<file path="config.mk">
export PLATFORM = sky130hd
export DESIGN_NAME = dcache_wb_buffer
export DESIGN_NICKNAME = d
export VERILOG_FILES = /design/src/rtl/dcache_wb_buffer_pkg.sv /design/src/rtl/dcache_wb_buffer_addr_match.sv /design/src/rtl/dcache_wb_buffer.sv
export SDC_FILE = /design/constraint.sdc
export NUM_CORES = 2
export LEC_CHECK = 0
export ABC_AREA = 1
export CAP_MARGIN = 15
export CORE_AREA = 4 4 482 484
export CTS_CLUSTER_SIZE = 20
export DETAILED_ROUTE_END_ITERATION = 12
export DIE_AREA = 0 0 486 488
export DONT_BUFFER_PORTS = 1
export PLACE_DENSITY_LB_ADDON = 0.12
export SYNTH_ARGS = -nofsm -noshare
export SYNTH_HDL_FRONTEND = slang
export SYNTH_SLANG_ARGS = --single-unit
</file>
<file path="constraint.sdc">
create_clock -name clk -period 12.1 [get_ports clk]
set_input_delay 1.815 -clock clk [delete_from_list [all_inputs] [get_ports clk]]
set_output_delay 1.815 -clock clk [all_outputs]
set_load 0.03 [all_outputs]
</file>
<file path="src/rtl/dcache_wb_buffer_pkg.sv">
`default_nettype none
// ============================================================================
// Module   : dcache_wb_buffer_pkg
// Purpose  : Shared types for the data-cache write-back buffer: the queued
//            eviction record and the read-miss FSM state encoding.
//            Optional macro WB_FORWARD_EN adds the FWD state.
// Revision : 1.0 - initial release
// ============================================================================
package dcache_wb_buffer_pkg;

   localparam int WB_ADDRESS_BITS = 32;
   localparam int WB_BLOCK_DW     = 256;

   // One queued dirty eviction.  Field widths set the buffer's default
   // geometry; the top-level width parameters default to these values.
   typedef struct packed {
      logic [WB_ADDRESS_BITS-1:0] address;
      logic [WB_BLOCK_DW-1:0]     data;
   } WbEntry;

   typedef enum logic [2:0] {
      IDLE      = 3'd0,
      CHECK     = 3'd1,
      DRAIN     = 3'd2,
      ISSUE     = 3'd3,
      WAIT_RESP = 3'd4
`ifdef WB_FORWARD_EN
      , FWD     = 3'd5
`endif
   } rd_state_e;

   // Number of byte-offset bits inside one cache block.
   function automatic int block_offset_bits(input int block_dw);
      return $clog2(block_dw / 8);
   endfunction

endpackage : dcache_wb_buffer_pkg
`default_nettype wire

</file>
<file path="src/rtl/dcache_wb_buffer_addr_match.sv">
`default_nettype none
// ============================================================================
// Module   : wb_addr_match
// Purpose  : DEPTH-way block-address comparator over the write-back entries.
//            Returns the per-entry match vector and, when WB_FORWARD_EN is
//            defined, the index of the most recently pushed matching entry.
// Revision : 1.0 - initial release
// ============================================================================
module wb_addr_match #(
   parameter int DEPTH = 4,
   parameter int BLK_W = 27,
   localparam int PTR_W = $clog2(DEPTH)
) (
   input  logic [BLK_W-1:0]            blk_addr_i,
   input  logic [DEPTH-1:0][BLK_W-1:0] entry_blk_i,
   input  logic [DEPTH-1:0]            entry_valid_i,
   output logic [DEPTH-1:0]            match_o,
   output logic                        any_match_o
`ifdef WB_FORWARD_EN
   ,
   input  logic [PTR_W-1:0]            head_i,
   output logic [PTR_W-1:0]            youngest_o
`endif
);

   for (genvar i = 0; i < DEPTH; i++) begin : g_cmp
      assign match_o[i] = entry_valid_i[i] && (entry_blk_i[i] == blk_addr_i);
   end

   assign any_match_o = |match_o;

`ifdef WB_FORWARD_EN
   // Walk from oldest (head) to youngest; the last match seen is the youngest.
   always_comb begin
      logic [PTR_W-1:0] idx;
      idx        = head_i;
      youngest_o = head_i;
      for (int k = 0; k < DEPTH; k++) begin
         idx = head_i + k[PTR_W-1:0];
         if (match_o[idx]) youngest_o = idx;
      end
   end
`endif

endmodule : wb_addr_match
`default_nettype wire

</file>
<file path="src/rtl/dcache_wb_buffer.sv">
`default_nettype none
// ============================================================================
// Module   : dcache_wb_buffer
// Purpose  : Write-back buffer between the data cache and memory.  Dirty
//            evictions queue in a circular FIFO and retire one per cycle;
//            read misses are checked against queued blocks so a read never
//            overtakes a pending write to the same block.
//            Macro WB_FORWARD_EN: serve a hitting miss from the buffer
//            instead of draining the matching writes first.
// Revision : 1.0 - initial release
// ============================================================================
module dcache_wb_buffer
   import dcache_wb_buffer_pkg::*;
#(
   parameter int ADDRESS_BITS    = WB_ADDRESS_BITS,
   parameter int DCACHE_BLOCK_DW = WB_BLOCK_DW,
   parameter int DEPTH           = 4
) (
   input  logic                       clk,
   input  logic                       rst,
   input  logic                       evict_valid_i,
   output logic                       evict_ready_o,
   input  logic [ADDRESS_BITS-1:0]    evict_address_i,
   input  logic [DCACHE_BLOCK_DW-1:0] evict_data_i,
   input  logic                       miss_valid_i,
   output logic                       miss_ready_o,
   input  logic [ADDRESS_BITS-1:0]    miss_address_i,
   input  logic                       mem_ready_i,
   output logic                       mem_rd_valid_o,
   output logic [ADDRESS_BITS-1:0]    mem_rd_address_o,
   output logic                       mem_wr_valid_o,
   output logic [ADDRESS_BITS-1:0]    mem_wr_address_o,
   output logic [DCACHE_BLOCK_DW-1:0] mem_wr_data_o,
   input  logic                       mem_resp_valid_i,
   input  logic [ADDRESS_BITS-1:0]    mem_resp_address_i,
   input  logic [DCACHE_BLOCK_DW-1:0] mem_resp_data_i,
   output logic                       resp_valid_o,
   output logic [ADDRESS_BITS-1:0]    resp_address_o,
   output logic [DCACHE_BLOCK_DW-1:0] resp_data_o
);

   localparam int OFFSET_BITS = block_offset_bits(DCACHE_BLOCK_DW);
   localparam int BLK_W       = ADDRESS_BITS - OFFSET_BITS;
   localparam int PTR_W       = $clog2(DEPTH);
   localparam int CNT_W       = PTR_W + 1;

   WbEntry                     fifo_q [DEPTH];
   WbEntry                     fifo_d [DEPTH];
   logic [DEPTH-1:0]           valid_q, valid_d;
   logic [PTR_W-1:0]           head_q, head_d, tail_q, tail_d;
   logic [CNT_W-1:0]           count_q, count_d;
   rd_state_e                  state_q, state_d;
   logic [ADDRESS_BITS-1:0]    miss_addr_q, miss_addr_d;
   logic                       resp_valid_q, resp_valid_d;
   logic [ADDRESS_BITS-1:0]    resp_address_q, resp_address_d;
   logic [DCACHE_BLOCK_DW-1:0] resp_data_q, resp_data_d;

   logic                       w_full, w_push, w_pop, w_any_match;
   logic [DEPTH-1:0]           w_match;
   logic [DEPTH-1:0][BLK_W-1:0] w_entry_blk;
`ifdef WB_FORWARD_EN
   logic [PTR_W-1:0]           w_youngest;
`endif

   // A full buffer refuses pushes even while the head retires this cycle.
   assign w_full        = (count_q == CNT_W'(DEPTH));
   assign evict_ready_o = !w_full;
   assign w_push        = evict_valid_i && !w_full;

   // Reads win the memory port; both request strobes are masked during
   // reset so nothing stale reaches memory.
   assign mem_rd_valid_o   = !rst && (state_q == ISSUE) && mem_ready_i;
   assign mem_rd_address_o = miss_addr_q;
   assign mem_wr_valid_o   = !rst && valid_q[head_q] && mem_ready_i && (state_q != ISSUE);
   assign mem_wr_address_o = fifo_q[head_q].address;
   assign mem_wr_data_o    = fifo_q[head_q].data;
   assign w_pop            = mem_wr_valid_o;

   assign miss_ready_o   = (state_q == IDLE);
   assign resp_valid_o   = resp_valid_q;
   assign resp_address_o = resp_address_q;
   assign resp_data_o    = resp_data_q;

   // Block-address view of each queued entry for the comparator.
   always_comb begin
      w_entry_blk = '0;
      for (int i = 0; i < DEPTH; i++) begin
         w_entry_blk[i] = fifo_q[i].address[ADDRESS_BITS-1:OFFSET_BITS];
      end
   end

   wb_addr_match #(
      .DEPTH (DEPTH),
      .BLK_W (BLK_W)
   ) u_match (
      .blk_addr_i    (miss_addr_q[ADDRESS_BITS-1:OFFSET_BITS]),
      .entry_blk_i   (w_entry_blk),
      .entry_valid_i (valid_q),
      .match_o       (w_match),
      .any_match_o   (w_any_match)
`ifdef WB_FORWARD_EN
      ,
      .head_i        (head_q),
      .youngest_o    (w_youngest)
`endif
   );

   // FIFO next state: write at tail on push, retire head on pop.
   always_comb begin
      fifo_d  = fifo_q;
      valid_d = valid_q;
      head_d  = head_q;
      tail_d  = tail_q;
      count_d = count_q + CNT_W'(w_push) - CNT_W'(w_pop);
      if (w_pop) begin
         valid_d[head_q] = 1'b0;
         head_d          = head_q + PTR_W'(1);
      end
      if (w_push) begin
         fifo_d[tail_q].address = evict_address_i;
         fifo_d[tail_q].data    = evict_data_i;
         valid_d[tail_q]        = 1'b1;
         tail_d                 = tail_q + PTR_W'(1);
      end
   end

   // Read-miss FSM: hazard check, optional drain/forward, memory read.
   always_comb begin
      state_d        = state_q;
      miss_addr_d    = miss_addr_q;
      resp_valid_d   = 1'b0;
      resp_address_d = resp_address_q;
      resp_data_d    = resp_data_q;
      case (state_q)
         IDLE: begin
            if (miss_valid_i) begin
               miss_addr_d = miss_address_i;
               state_d     = CHECK;
            end
         end
         CHECK: begin
`ifdef WB_FORWARD_EN
            state_d = w_any_match ? FWD : ISSUE;
`else
            state_d = w_any_match ? DRAIN : ISSUE;
`endif
         end
         DRAIN: begin
            if (!w_any_match) state_d = ISSUE;
         end
         ISSUE: begin
            if (mem_ready_i) state_d = WAIT_RESP;
         end
         WAIT_RESP: begin
            if (mem_resp_valid_i) begin
               resp_valid_d   = 1'b1;
               resp_address_d = mem_resp_address_i;
               resp_data_d    = mem_resp_data_i;
               state_d        = IDLE;
            end
         end
`ifdef WB_FORWARD_EN
         // If every match retired to memory meanwhile, memory is now
         // coherent and a normal read is issued instead.
         FWD: begin
            if (w_any_match) begin
               resp_valid_d   = 1'b1;
               resp_address_d = miss_addr_q;
               resp_data_d    = fifo_q[w_youngest].data;
               state_d        = IDLE;
            end else begin
               state_d = ISSUE;
            end
         end
`endif
         default: state_d = IDLE;
      endcase
   end

   // Control and response registers with synchronous reset.
   always_ff @(posedge clk) begin
      if (rst) begin
         valid_q        <= '0;
         head_q         <= '0;
         tail_q         <= '0;
         count_q        <= '0;
         state_q        <= IDLE;
         miss_addr_q    <= '0;
         resp_valid_q   <= 1'b0;
         resp_address_q <= '0;
         resp_data_q    <= '0;
      end else begin
         valid_q        <= valid_d;
         head_q         <= head_d;
         tail_q         <= tail_d;
         count_q        <= count_d;
         state_q        <= state_d;
         miss_addr_q    <= miss_addr_d;
         resp_valid_q   <= resp_valid_d;
         resp_address_q <= resp_address_d;
         resp_data_q    <= resp_data_d;
      end
   end

   // Entry payload storage; validity is tracked by valid_q, so no reset.
   always_ff @(posedge clk) begin
      fifo_q <= fifo_d;
   end

endmodule : dcache_wb_buffer
`default_nettype wire
</file>
# Word level (Yosys, flattened, before mapping)
# Cells that the tools add are included.
[totals] ff_bits=1487 inputBits=614 output_inout_bits=613 wordCells=93
[classes] n_addsub=4 magnitude_cmp=7 eq_ne=14 mux=24 n_bitwise=6 n_reduce_logical=21
[ops] cell="bitwise mux 1152 bit" count=2
[ops] cell="demux 288 bit (select 2 bit)" count=2
[ops] cell="two-way mux 288 bit" count=3
[ops] cell="binary-select mux 288 bit (select 2 bit)" count=1
[ops] cell="two-way mux 256 bit" count=1
[ops] cell="equality test 27 bit" count=4
[ops] cell="case mux 3 bit (5 select lines)" count=1
[ops] cell="logical AND 1 bit" count=13
[ops] cell="two-way mux 3 bit" count=4
[ops] cell="two-way mux 4 bit" count=2
[ops] cell="inequality test 2 bit (second input constant)" count=4
[ops] cell="equality test 3 x 2 -> 1 bit (second input constant)" count=2
[ops] cell="equality test 3 bit (second input constant)" count=2
[ops] cell="greater-or-equal comparator 3 bit (second input constant)" count=2
[ops] cell="< comparator 2 x 3 -> 1 bit (second input constant)" count=2
[ops] cell="NOT 2 -> 3 bit" count=2
[ops] cell="two-way mux 1 bit" count=5
[ops] cell="adder 2 x 1 -> 2 bit (second input constant)" count=2
[ops] cell="AND 4 bit" count=1
[ops] cell="demux 1 bit (select 2 bit)" count=2
[ops] cell="greater-or-equal comparator 2 x 1 -> 1 bit (second input constant)" count=2
[ops] cell="NOT 4 bit" count=1
[ops] cell="bitwise OR 4 bit" count=1
[ops] cell="AND reduction 2 bit" count=2
[ops] cell="other kinds (12)" count=13

# Depth between registers and ports, before layout
[depth] depth_word=9 depth_mapped=15 mapped_depth_nobuf=15

# Modules after synthesis
# From an unflattened synthesis, not the netlist that was laid out.
[hier_totals] hier_cells=6933 area_unflattened_um2=64602.0
[modules_own_cells] mod="dcache_wb_buffer" n_inst=1 cells_each=6462 area_each_um2=62655.1 seq_area_each_um2=41299.6
[modules_own_cells] mod="wb_addr_match" n_inst=1 cells_each=471 area_each_um2=1946.9 seq_area_each_um2=0.0

# Worst setup path before layout
# No wires, ideal clock.
[synth_timing] path_type="input to register" startpoint="in evict_valid_i" endpoint="reg fifo_q[0] in the netlist's numbering (enable)" setup_ns=0.639 arrival_ns=7.684 required_time_ns=11.461 slack_ns=3.777 path_stages=4 path_buffers=0 cell_sequence="nand2_1 > inv_1 > nand2_1 > inv_1"
[synth_via] elab_chain_cells=1
[synth_rtl] element="start: declaration" line_no="dcache_wb_buffer.sv:21" text="input logic evict_valid_i,"
[synth_rtl] element="logical AND 1 bit" line_no="dcache_wb_buffer.sv:68" text="assign w_push = evict_valid_i && !w_full;"
[synth_rtl] element="end signal: assignment" line_no="dcache_wb_buffer.sv:207" text="fifo_q <= fifo_d;"
[synth_rtl] element="end: declaration" line_no="dcache_wb_buffer.sv:47" text="WbEntry fifo_q [DEPTH];"
# No other way between the ends.
# A chain may end at the register's enable or synchronous reset.

# Worst setup path after layout
[layout_timing] startpoint="reg head_q[0]" endpoint="out mem_wr_data_o[77]"
[layout_via] elab_chain_cells=4
[layout_rtl] element="start: declaration" line_no="dcache_wb_buffer.sv:50" text="logic [PTR_W-1:0] head_q, head_d, tail_q, tail_d;"
[layout_rtl] element="start signal: assignment" line_no="dcache_wb_buffer.sv:184" text="head_q <= '0;"
[layout_rtl] element="start signal: assignment" line_no="dcache_wb_buffer.sv:194" text="head_q <= head_d;"
[layout_rtl] element="NOT 2 -> 3 bit (implied by the code)" line_no="dcache_wb_buffer.sv:76" text="assign mem_wr_data_o = fifo_q[head_q].data;"
[layout_rtl] element="binary-select mux 288 bit (select 2 bit)" line_no="dcache_wb_buffer.sv:76"
[layout_rtl] element="two-way mux 288 bit (implied by the code) (2 in a row)" line_no="dcache_wb_buffer.sv:76"
[layout_rtl] element="end: declaration" line_no="dcache_wb_buffer.sv:33" text="output logic [DCACHE_BLOCK_DW-1:0] mem_wr_data_o,"
# No other way between the ends. The select of a mux whose other input is x is not followed.

==> impl_metrics.csv <==
group,metric,value,unit
logic_synthesis,synth-async-reset-ratio,0,%
global_routing,antenna_found_initial,76,
finish,nets,7361,
hold_path,min_path_cells,2,
route,first_pass_iters,8,
critical_path,reg2reg_to,"fifo_q[697]$_DFFE_PP_",
finish,area_growth_syn_to_layout,13.6,%
logic_synthesis,synth.area.top_cells,"edfxtp_1, dfxtp_1, inv_1",
sta,slew_violations,0,
clock_network,cts_htree_levels,4,
placement,gp_congestion,0.996,
placement,dpl.cell_count,9561,
clock_network,cts_resized,0,
critical_path,crit_required,10280,ps
logic_synthesis,ys_types,35,
route,wire_per_inst,29.7,um
global_routing,grt_pass1_vias,44200,
critical_path,cp_slowest_cell,"buf_4",
clock_network,post_cts_buffers,0,
critical_path,crit_top_cell,"buf_4",
floorplanning,die_w,486,um
logic_synthesis,synth-edff-count,1152,
critical_path,slowest_delay,820,ps
critical_path,end_kind,"output pin",
global_routing,gr-total-overflow,0,
sta,setup_violations,0,
hold_path,worstHoldStart,"valid_q[0]$_SDFF_PP0_",
critical_path,r2r_slack,7570,ps
route,drc,0,
sta,hold_viol,0,
floorplanning,fp.coreArea,227000,um2
power,finalPower,15.3,mW
sta,tns,0,ps
power,total_leakage_power,32.4,nW
clock_network,clk-insertion-delay-late,820,ps
critical_path,cp_cell_sequence,"buf_4 -> buf_12 -> buf_4 -> o21ai_0 -> o22ai_1",
logic_synthesis,postSynthAreaPerCell,9.33,um2
clock_network,cts_buffers,181,
global_routing,grt_pass1_wl,393000,um
critical_path,start_kind,"flop",
clock_network,cts.sinks,1487,
sta,min_period_over_period,54.2,%
critical_path,r2r_start,"count_q[1]$_SDFF_PP0_",
finish,drive_above_1_share,5.46,%
outcome,status,"finished clean",
sta,worst_slew_pin_slew,1400,ps
logic_synthesis,yosysMostFrequentCell,"inv_1",
floorplanning,dieArea,237000,um2
critical_path,rr_worst_depth,8,
global_routing,grt_usage,23.9,%
clock_network,ctsLongestPathBuffers,3,
logic_synthesis,ys.flop_type,"edfxtp_1",
route,dr_total_vias,47000,
power,peakVddDrop,0.113,mV
route,antenna_left,0,
logic_synthesis,syn_area,64300,um2
placement,io_buffers,0,
critical_path,critPathArrivalTime,4740,ps
floorplanning,die_y,488,um
floorplanning,io-pin-count,1227,
clock_network,root_buffer,"clkbuf_16",
power,power.density,210,nW/um2
logic_synthesis,seq_area_frac_synth,64.2,%
floorplanning,rows,175,
clock_network,clk_pin_slew,60,ps
finish,utilization,32.1,%
sta,slew_headroom,6.20,%
placement,hpwl,204000,um
critical_path,critPathMaxFanout,149,
logic_synthesis,yosys.area.top_type,"edfxtp_1",
clock_network,cts_tree,"done",
sta,final.min_clock_period,6560,ps
floorplanning,start_util,28.3,%
logic_synthesis,yosys.area.top_type_share,53.8,%
critical_path,path_buf_inv,3,
run,drv_cap,0,
global_routing,grt_max_degree,237,
logic_synthesis,synthesis.nets,7514,
sta,skew,42.1,ps
logic_synthesis,yosys-top-cells-count,"inv_1, nand2_1, edfxtp_1",
sta,rsz0062_at_grt,"no",
route,wl,294000,um
finish,stdcell_count,9917,
logic_synthesis,synth_warnings,0,
hold_path,hold_end,"valid_q[0]$_SDFF_PP0_",
route,viasPerCell,4.74,
sta,fmax,152,MHz
route,drt_iter0_markers,4200,
logic_synthesis,syn_inst,6889,
logic_synthesis,synth_seq_cells,1487,
clock_network,ctsHoldBuffers,0,
critical_path,critical_path.top_delay_family,"buffers and inverters",
hold_path,hold_class,"reg2reg",
critical_path,critical_path_class,"reg2out",
through the flow:
stage                     setup slack (ps)  hold WS [ps]  instance area [um2]
after detailed placement              6230           463                67300
after global placement                6300           451                67200
after CTS                             5350           473                73000
after global routing                  5130           503                73000
final                                 5540           479                73000
after floorplan                       3780           439                64300
placed cells by master (no fill, tap or decap), drive strengths merged, types with 2 or more instances in the layout:
cell / Yosys / routed
clkbuf: 330 / 258
dfxtp: 335 / 335
buf: 84 / 78
nor2: 614 / 614
o22ai: 265 / 265
o21ai: 893 / 893
nor4: 2 / 2
xnor2: 24 / 24
inv: 1435 / 1441
nand3: 15 / 15
nand2: 1323 / 1323
a21oi: 394 / 394
bufinv: 0 / 10
nor3: 3 / 3
diode: 0 / 26
clkinvlp: 0 / 2
ha: 10 / 10
nand4: 5 / 5
clkinv: 1 / 54
edfxtp: 1152 / 1152
flip-flops by register name, indices dropped and copies added, names as in the netlist:
| signal | cells |
|---|---|
| head_q | 2 |
| fifo_q | 1152 |
| resp_data_o | 256 |
| state_q | 3 |
| valid_q | 4 |
| resp_valid_o | 1 |
| tail_q | 2 |
| resp_address_o | 32 |
| count_q | 3 |
| mem_rd_address_o | 32 |
worst max-delay path by stage:
stage | start | slack [ps] | to | depth (start not counted)
2_1_floorplan | evict_valid_i | 3780 | fifo_q[0]$_DFFE_PP_ | 4
3_3_place_gp | head_q[0]$_SDFFE_PP0N_ | 6300 | mem_wr_data_o[77] | 5
3_5_place_dp | head_q[0]$_SDFFE_PP0N_ | 6230 | mem_wr_data_o[77] | 5
4_1_cts | head_q[0]$_SDFFE_PP0N_ | 5350 | mem_wr_data_o[77] | 5
5_1_grt | head_q[0]$_SDFFE_PP0N_ | 5130 | mem_wr_data_o[77] | 5
6_report | head_q[0]$_SDFFE_PP0N_ | 5540 | mem_wr_data_o[77] | 5
kinds of logic (layout without fill, tap and decap cells):
family / count (synthesis) / in the layout / share of synthesized area, %
buf+inv: 1850 / 1843 / 11.0
compound gates: 1553 / 1553 / 12.6
flops: 1487 / 1487 / 64.2
simple gates: 1963 / 1963 / 11.6
other cells: 0 / 26 / 0
xor+xnor: 25 / 25 / 0.340
fa+ha+maj: 11 / 11 / 0.226
layout make-up:
type                    count  area [um2]
inverters                1436        5440
well taps                3009        3760
clock inverters            71         682
clock buffers             258        5020
fillers                 23600      154000
multi-input cells        3552       16000
diodes                     26        65.1
flip-flops and latches   1487       41300
repair buffers             78         722
worst reg2reg max path: stages (launching register included):
cell	delay, ps
dfxtp_1	370
nor2_1	60
nand2_1	320
nand2_1	430
inv_1	260
nand2_1	180
inv_8	620
buf_4	970
buf_4	860
report_power, final:
group / internal, mW / switching, mW
clock: 3.10 / 2.25
sequential: 6.24 / 1.09
combinational: 0.525 / 2.10
total: 9.86 / 5.45
layer usage:
metal	share of wire [%]	GRT usage [%]
met3	11	10.2
met4	6.6	12.9
met5	0.070	0
met2	44	37.0
met1	38	28.0
No activity file was read; power rests on OpenSTA's default activity.
